==> config.mk <==
export PLATFORM = sky130hd
export DESIGN_NAME = flash_audio_sequencer
export DESIGN_NICKNAME = d
export VERILOG_FILES = /design/src/rtl/flash_audio_pkg.sv /design/src/rtl/flash_addr_counter.sv /design/src/rtl/flash_audio_sequencer.sv
export SDC_FILE = /design/constraint.sdc
export NUM_CORES = 1
export LEC_CHECK = 0
export ABC_CLOCK_PERIOD_IN_PS = 3400
export CORE_MARGIN = 2
export CORE_UTILIZATION = 53
export CTS_CLUSTER_SIZE = 40
export DETAILED_ROUTE_END_ITERATION = 6
export MAX_ROUTING_LAYER = met4
export PLACE_DENSITY_LB_ADDON = 0.15
export SKIP_CTS_REPAIR_TIMING = 1
export SLEW_MARGIN = 20
export SYNTH_ARGS = -nofsm -noshare
export SYNTH_HDL_FRONTEND = slang
export SYNTH_HIERARCHICAL = 1
export SYNTH_SLANG_ARGS = --single-unit
==> constraint.sdc <==
create_clock -name inclk -period 3.4 [get_ports inclk]
set_clock_uncertainty 0.15 [all_clocks]
set_input_delay 0.34 -clock inclk [delete_from_list [all_inputs] [get_ports inclk]]
set_output_delay 0.34 -clock inclk [all_outputs]
set_load 0.02 [all_outputs]
==> src/rtl/flash_audio_pkg.sv <==
// Shared types and constants for the flash audio sequencer: FSM states,
// data widths and the helper that picks which half of a word to play.
package flash_audio_pkg;

    localparam int ADDR_W   = 23;
    localparam int SAMPLE_W = 16;
    localparam int WORD_W   = 32;

    typedef enum logic [2:0] {
        IDLE,
        FETCH_START,
        FETCH_WAIT,
        OUT_FIRST,
        OUT_SECOND,
        ADVANCE
    } state_t;

    // Forward words play low half first; backward words play high half first.
    function automatic logic [SAMPLE_W-1:0] half_select(
        input logic [WORD_W-1:0] word,
        input logic              word_dir,
        input logic              second
    );
        return (word_dir ^ second) ? word[SAMPLE_W-1:0] : word[WORD_W-1:SAMPLE_W];
    endfunction

endpackage

==> src/rtl/flash_addr_counter.sv <==
// Flash word-address counter: up/down stepping with wrap over 0..MAX_ADDR,
// plus a load that jumps to the start of the region for the given direction.
module flash_addr_counter #(
    parameter int              ADDR_W   = 23,
    parameter logic [ADDR_W-1:0] MAX_ADDR = 23'h7FFFF
) (
    input  logic              clk,
    input  logic              rst_n,
    input  logic              step,
    input  logic              load,
    input  logic              fwd,
    output logic [ADDR_W-1:0] addr
);

    always_ff @(posedge clk or negedge rst_n) begin
        if (!rst_n) begin
            addr <= '0;
        end else if (load) begin
            addr <= fwd ? '0 : MAX_ADDR;
        end else if (step) begin
            if (fwd) begin
                addr <= (addr == MAX_ADDR) ? '0 : addr + 1'b1;
            end else begin
                addr <= (addr == '0) ? MAX_ADDR : addr - 1'b1;
            end
        end
    end

endmodule

==> src/rtl/flash_audio_sequencer.sv <==
// Fetches 32-bit flash words via the start/ready read FSM and plays them as two
// 16-bit samples per word, one per sample tick. Optional macro UNDERRUN_COUNT_EN.
module flash_audio_sequencer #(
    parameter int                ADDR_W   = flash_audio_pkg::ADDR_W,
    parameter logic [ADDR_W-1:0] MAX_ADDR = 23'h7FFFF
) (
    input  logic              inclk,
    input  logic              reset,
    output logic              flag_start,
    input  logic              flag_ready,
    input  logic [31:0]       flash_readdata,
    output logic [ADDR_W-1:0] flash_address,
    input  logic              sample_tick,
    input  logic              play,
    input  logic              dir_fwd,
    input  logic              restart,
    output logic [15:0]       audio_sample,
    output logic              sample_valid
`ifdef UNDERRUN_COUNT_EN
    ,
    output logic [15:0]       underrun_count
`endif
);

    import flash_audio_pkg::*;

    state_t              state_reg, state_next;
    logic [WORD_W-1:0]   word_reg;
    logic                word_dir_reg;
    logic                pending_reg, pending_next;
    logic                restart_pend_reg, restart_pend_next;
    logic                in_out, tick_now, consume, drop, restart_req;
    logic                adv_step, adv_load;

    always_comb begin
        state_next        = state_reg;
        pending_next      = pending_reg;
        restart_pend_next = restart_pend_reg;
        drop              = 1'b0;
        in_out      = (state_reg == OUT_FIRST) || (state_reg == OUT_SECOND);
        tick_now    = play & sample_tick;
        restart_req = restart_pend_reg | restart;
        // A restart in an output state wins over a tick; the tick is kept pending.
        consume     = in_out & play & (tick_now | pending_reg) & ~restart;

        if (consume) begin
            pending_next = pending_reg & tick_now;
        end else begin
            drop         = tick_now & pending_reg;
            pending_next = pending_reg | tick_now;
        end

        if (state_reg == ADVANCE) begin
            restart_pend_next = 1'b0;
        end else if (restart) begin
            restart_pend_next = 1'b1;
        end

        case (state_reg)
            IDLE:        state_next = FETCH_START;
            FETCH_START: state_next = FETCH_WAIT;
            FETCH_WAIT:  if (flag_ready) state_next = restart_req ? ADVANCE : OUT_FIRST;
            OUT_FIRST: begin
                if (restart)      state_next = ADVANCE;
                else if (consume) state_next = OUT_SECOND;
            end
            OUT_SECOND:  if (restart || consume) state_next = ADVANCE;
            ADVANCE:     state_next = FETCH_START;
            default:     state_next = IDLE;
        endcase

        adv_load = (state_reg == ADVANCE) & restart_req;
        adv_step = (state_reg == ADVANCE) & ~restart_req;
    end

    assign flag_start = (state_reg == FETCH_START);

    always_ff @(posedge inclk or negedge reset) begin
        if (!reset) begin
            state_reg        <= IDLE;
            word_reg         <= '0;
            word_dir_reg     <= 1'b0;
            pending_reg      <= 1'b0;
            restart_pend_reg <= 1'b0;
            audio_sample     <= '0;
            sample_valid     <= 1'b0;
        end else begin
            state_reg        <= state_next;
            pending_reg      <= pending_next;
            restart_pend_reg <= restart_pend_next;
            sample_valid     <= consume;
            if (consume) begin
                audio_sample <= half_select(word_reg, word_dir_reg, state_reg == OUT_SECOND);
            end
            if (state_reg == FETCH_START) begin
                word_dir_reg <= dir_fwd;
            end
            if ((state_reg == FETCH_WAIT) && flag_ready && !restart_req) begin
                word_reg <= flash_readdata;
            end
        end
    end

`ifdef UNDERRUN_COUNT_EN
    always_ff @(posedge inclk or negedge reset) begin
        if (!reset) begin
            underrun_count <= '0;
        end else if (drop && (underrun_count != 16'hFFFF)) begin
            underrun_count <= underrun_count + 16'd1;
        end
    end
`endif

    flash_addr_counter #(
        .ADDR_W   (ADDR_W),
        .MAX_ADDR (MAX_ADDR)
    ) u_addr (
        .clk   (inclk),
        .rst_n (reset),
        .step  (adv_step),
        .load  (adv_load),
        .fwd   (dir_fwd),
        .addr  (flash_address)
    );

endmodule

==> impl_metrics.ini, run 1 <==
[status]
status = complete, no violations

[clock_tree]
cts.clk_slew.worst_paths_ps = 90
cts_tree = yes
cts.sinks = 78
clk_path_buf_depth = 2
h-tree-depth = 3
cts_root_buf = clkbuf_8
insertion_delay_ps = 360
numCtsBuffers = 9

[floorplan]
start_util = 0.549
rows = 33
die_x_um = 96.5
io_pins = 80
die_y_um = 96.5
die_area_um2 = 9310
core_um2 = 8260

[logic_synthesis]
synth_cells = 458
yosys-top-cells-area = dfrtp_1 (43%), mux2_2 (8.2%), mux2i_1 (4.4%)
synth.distinct_cells = 62
netlist_area_um2 = 4530
syn_nets = 500
netlist_top_cells_count = dfrtp_1 (78), nor2_1 (45), mux2_2 (33)
yosysTopAreaCell = dfrtp_1
ys.flop_type = dfrtp_1
yosysMostFrequentCell = dfrtp_1
yosysWarningCount = 6
yosysTopAreaCellShare = 0.430
ys_ff_latch = 78
synth_edf_count = 0
seq_area_frac_synth = 0.430
ys_async_sr_fraction = 1.00
syn_avg_cell_area_um2 = 9.90

[global_routing]
grt_use_total = 0.260
grt_pass1_vias = 3801
grt_pass1_wl_mm = 18.1
antenna_found_initial = 0
grt_overflow = 0
grt_max_degree = 79

[power_and_ir_drop]
power_per_cell_area_nw_per_um2 = 822
ir_worst_vdd_mv = 0.442
p_leak_nw = 2.25

[detailed_routing]
drt_iter0_markers = 201
drc = 0
firstDrtPassIters = 5
viasPerCell = 6.19
routed_wl_mm = 11.6
drt-wirelength-per-cell_um = 18.2
vias = 3963
antenna_left = 0

[timing]
setup_viol = 0
hold_viol_final = 0
period_minus_slack_ps = 2980
slew_headroom = 0.399
rsz0062_at_grt = no
fin_crit_sh = 0.876
setup-tns-final_ps = 0
tightest_slew_ps = 894
fmax_mhz = 336
slew_viol_final = 0

[finish]
drive_gt1_frac = 0.170
nFillCells = 666
largest_reg_flops = 32
diodes = 0
fin_util = 0.674
syn_to_final_growth_pct = 22.7
fin_nets = 572

[place]
port_buffers = 79
dp_hpwl_mm = 7.89
place.gp.congestion = 0.955

[worst_setup_path]
cp.required_ps = 3500
end_kind = flop
cp_max_fo = 11
worst_ep_arrival_time_ps = 3080
critical_path_class = reg2reg
start_kind = flop

[hold_path]
hp-class = in2async

[job]
drv_cap = 0
==> final cells by class <==
cell class                      instances  area [um^2]  share of cell area
Multi-Input combinational cell        340         2350               0.423
Clock buffer                            9          124              0.0223
Timing Repair Buffer                   93          916               0.165
Inverter                                8         30.0             0.00540
Sequential cell                        78         1950               0.351
Clock inverter                          7         57.6              0.0103
Tap cell                              105          131              0.0236
==> metal layers <==
layer	global-route usage	vias to the layer above	wire [um]
met3	0.0551	30	975
met5	-	-	0
met1	0.336	1909	5000
li1	-	1818	-
met2	0.397	206	5420
met4	0.115	0	254
==> power breakdown <==
part           switching [mW]  total, mW  internal [mW]
Clock                   0.385      0.660          0.275
Sequential              0.417       1.70           1.28
Combinational            1.17       2.21           1.05
==> cells by family after synthesis <==
group	count (synthesis)	synth area share
DFF	78	0.430
AOI/OAI and AO/OA	118	0.179
xor gates and xnor gates	14	0.0312
and+or+nand+nor	152	0.175
buffers and inverters	40	0.0508
muxes	53	0.126
adders and majority gates	3	0.00828
==> critical path, cell delays in order (launching register included) <==
cell and delay, ps:
dfrtp_1 580, nand4_1 240, nor3_1 780, nand3_1 380
nand2_1 310, o21ai_0 140, a311o_1 290
==> cells in the final DEF (no fill, tap or decap), types with 8 or more instances in the layout <==
master | Yosys | layout
clkdlybuf4s50_1 | 0 | 78
nand4_1 | 10 | 10
buf_4 | 6 | 13
nand3_1 | 17 | 17
mux2_2 | 33 | 33
dfrtp_1 | 78 | 78
xnor2_1 | 9 | 9
nor3_1 | 17 | 17
nand2_1 | 23 | 23
o21ai_0 | 21 | 21
a21oi_2 | 13 | 13
o22ai_1 | 8 | 8
a21oi_1 | 29 | 29
clkbuf_8 | 0 | 9
a31oi_1 | 10 | 10
mux2i_1 | 20 | 20
nor2_1 | 45 | 45
==> final timing paths <==
check / startpoint / to / slack, ps / cells past startpoint
worst max-delay path: u_addr/addr[11] / u_addr/addr[9] / 420 / 6
worst min-delay path: reset / word_reg[15] / 290 / 2
worst max register to register: u_addr/addr[11] / u_addr/addr[9] / 420 / 6
worst min register to register: word_reg[11] / word_reg[11] / 360 / 1
max in group asynchronous: reset / audio_sample[10] / 2220 / 3
min in group inclk: word_reg[11] / word_reg[11] / 360 / 1
==> metrics by stage <==
stage	std cells	hold slack [ps]	total power, mW	setup slack [ps]	cell area [um^2]
after floorplan	458	-106	3.13	1000	4530
after global placement	622	335	3.83	545	5340
after detailed placement	622	344	3.90	459	5340
after CTS	638	20.4	4.56	633	5530
after global routing	640	321	4.84	431	5560
final	640	294	4.57	423	5560
(Power assumes the default switching activity.)
==> inputs of run 2 (changes only) <==
- ABC_CLOCK_PERIOD_IN_PS: 3400 -> 3700
- CORE_UTILIZATION: 53 -> 55
- CTS_CLUSTER_DIAMETER: not set -> 50
- clock period: 3.4 -> 3.7 ns (I/O delays scaled with it)
==> impl_metrics.ini, run 2 (synthesis gave the netlist of run 1 again) <==
[finish]
drive_gt1_frac = 0.164
fin_area_um2 = 5510
diodes = 0
fin_nets = 567
layout_common_cells = dfrtp_1 (78), clkdlybuf4s50_1 (78), nor2_1 (45)
largest_reg_flops = 32
fin_util = 0.681
syn_to_final_growth_pct = 21.6

[floorplan]
rows = 33
die_y_um = 94.8
die_area_um2 = 8990
core_um2 = 8090
start_util = 0.560
io_pins = 80
die_x_um = 94.8

[clock_tree]
h-tree-depth = 3
cts.clk_slew.worst_paths_ps = 90
cts.sinks = 78
cts_root_buf = clkbuf_8
cts_tree = yes
clk_path_buf_depth = 2
insertion_delay_ps = 350
numCtsBuffers = 9

[global_routing]
grt_use_total = 0.262
grt_pass1_wl_mm = 17.9
grt_max_degree = 79
grt_pass1_vias = 3629
antenna_found_initial = 0
grt_overflow = 0

[detailed_routing]
routed_wl_mm = 11.3
drc = 0
drt-wirelength-per-cell_um = 17.7
antenna_left = 0
vias = 3906
drt_iter0_markers = 229
firstDrtPassIters = 5
viasPerCell = 6.15

[place]
preCtsSetupSlack_ps = 519
dp_hpwl_mm = 7.67
place_area_um2 = 5320
place.gp.congestion = 0.970
port_buffers = 79

[timing]
whs_ps = 8.69
setup_viol = 0
hold_viol_final = 0
rsz0062_at_grt = no
setup-tns-final_ps = 0
slew_headroom = 0.366
fmax_mhz = 347
tightest_slew_ps = 950
slew_viol_final = 0
fin_crit_sh = 0.780
period_minus_slack_ps = 2880
setup_slack_ps = 815

[power_and_ir_drop]
power_per_cell_area_nw_per_um2 = 758
ir_worst_vdd_mv = 0.396
p_leak_nw = 2.22

[worst_setup_path]
cp.required_ps = 3790
start_kind = input port
end_kind = flop
critical_path_class = in2reg
worst_ep_arrival_time_ps = 2970
cp_max_fo = 10
r2r_setup_slack_ps = 890

[hold_path]
hp-class = in2async

[status]
status = complete, no violations

[job]
drv_cap = 0
run 2: cell types whose count changed in the layout (fill, tap and decap cells not counted), sizes merged:
cell and change:
buf -4, clkbuf +1, clkinv -2, dlygate4sd3 -1, inv +1
run 2: worst paths after layout:
kind                                      from               to  cells after the start
worst max-delay path                   restart  u_addr/addr[19]                     10
worst min-delay path                     reset  audio_sample[8]                      1
worst max register to register  u_addr/addr[3]  u_addr/addr[20]                      6
worst min register to register    word_reg[28]     word_reg[28]                      1
max in group asynchronous                reset     word_reg[13]                      1
min in group inclk                word_reg[28]     word_reg[28]                      1
run 2: worst max-delay path: stages:
cell and delay (ps):
clkdlybuf4s50_1 550, nor2_1 280, inv_1 90, nor2_1 410, inv_1 240, nand2_1 370
buf_4 250, nand2_1 70, a211oi_1 270, a21oi_1 80
run 2: layout make-up:
type,count,area [um^2]
repair buffers,88,856
multi-input cells,340,2350
fillers,648,2580
clock inverters,6,52.6
clock buffers,10,138
well taps,105,131
inverters,8,30.0
flip-flops and latches,78,1950
run 2: power by group:
part / switching, mW / internal [mW]
Combinational: 1.05 / 0.945
Clock: 0.344 / 0.274
Sequential: 0.388 / 1.18
Total: 1.78 / 2.40
run 2: metal layers:
| layer | wire length, um | track usage | share of wire | up-vias |
|---|---|---|---|---|
| met2 | 5210 | 0.404 | 0.46 | 208 |
| li1 | - | - | - | 1816 |
| met3 | 944 | 0.0567 | 0.084 | 30 |
| met1 | 4860 | 0.344 | 0.43 | 1852 |
| met5 | 0 | - | 0 | - |
| met4 | 244 | 0.0918 | 0.022 | 0 |
run 2: per-stage QoR:
stage	total power, mW	std cells
final	4.18	635
after floorplan	2.88	458
after CTS	4.17	635
after detailed placement	3.55	619
after global placement	3.50	619
after global routing	4.43	635
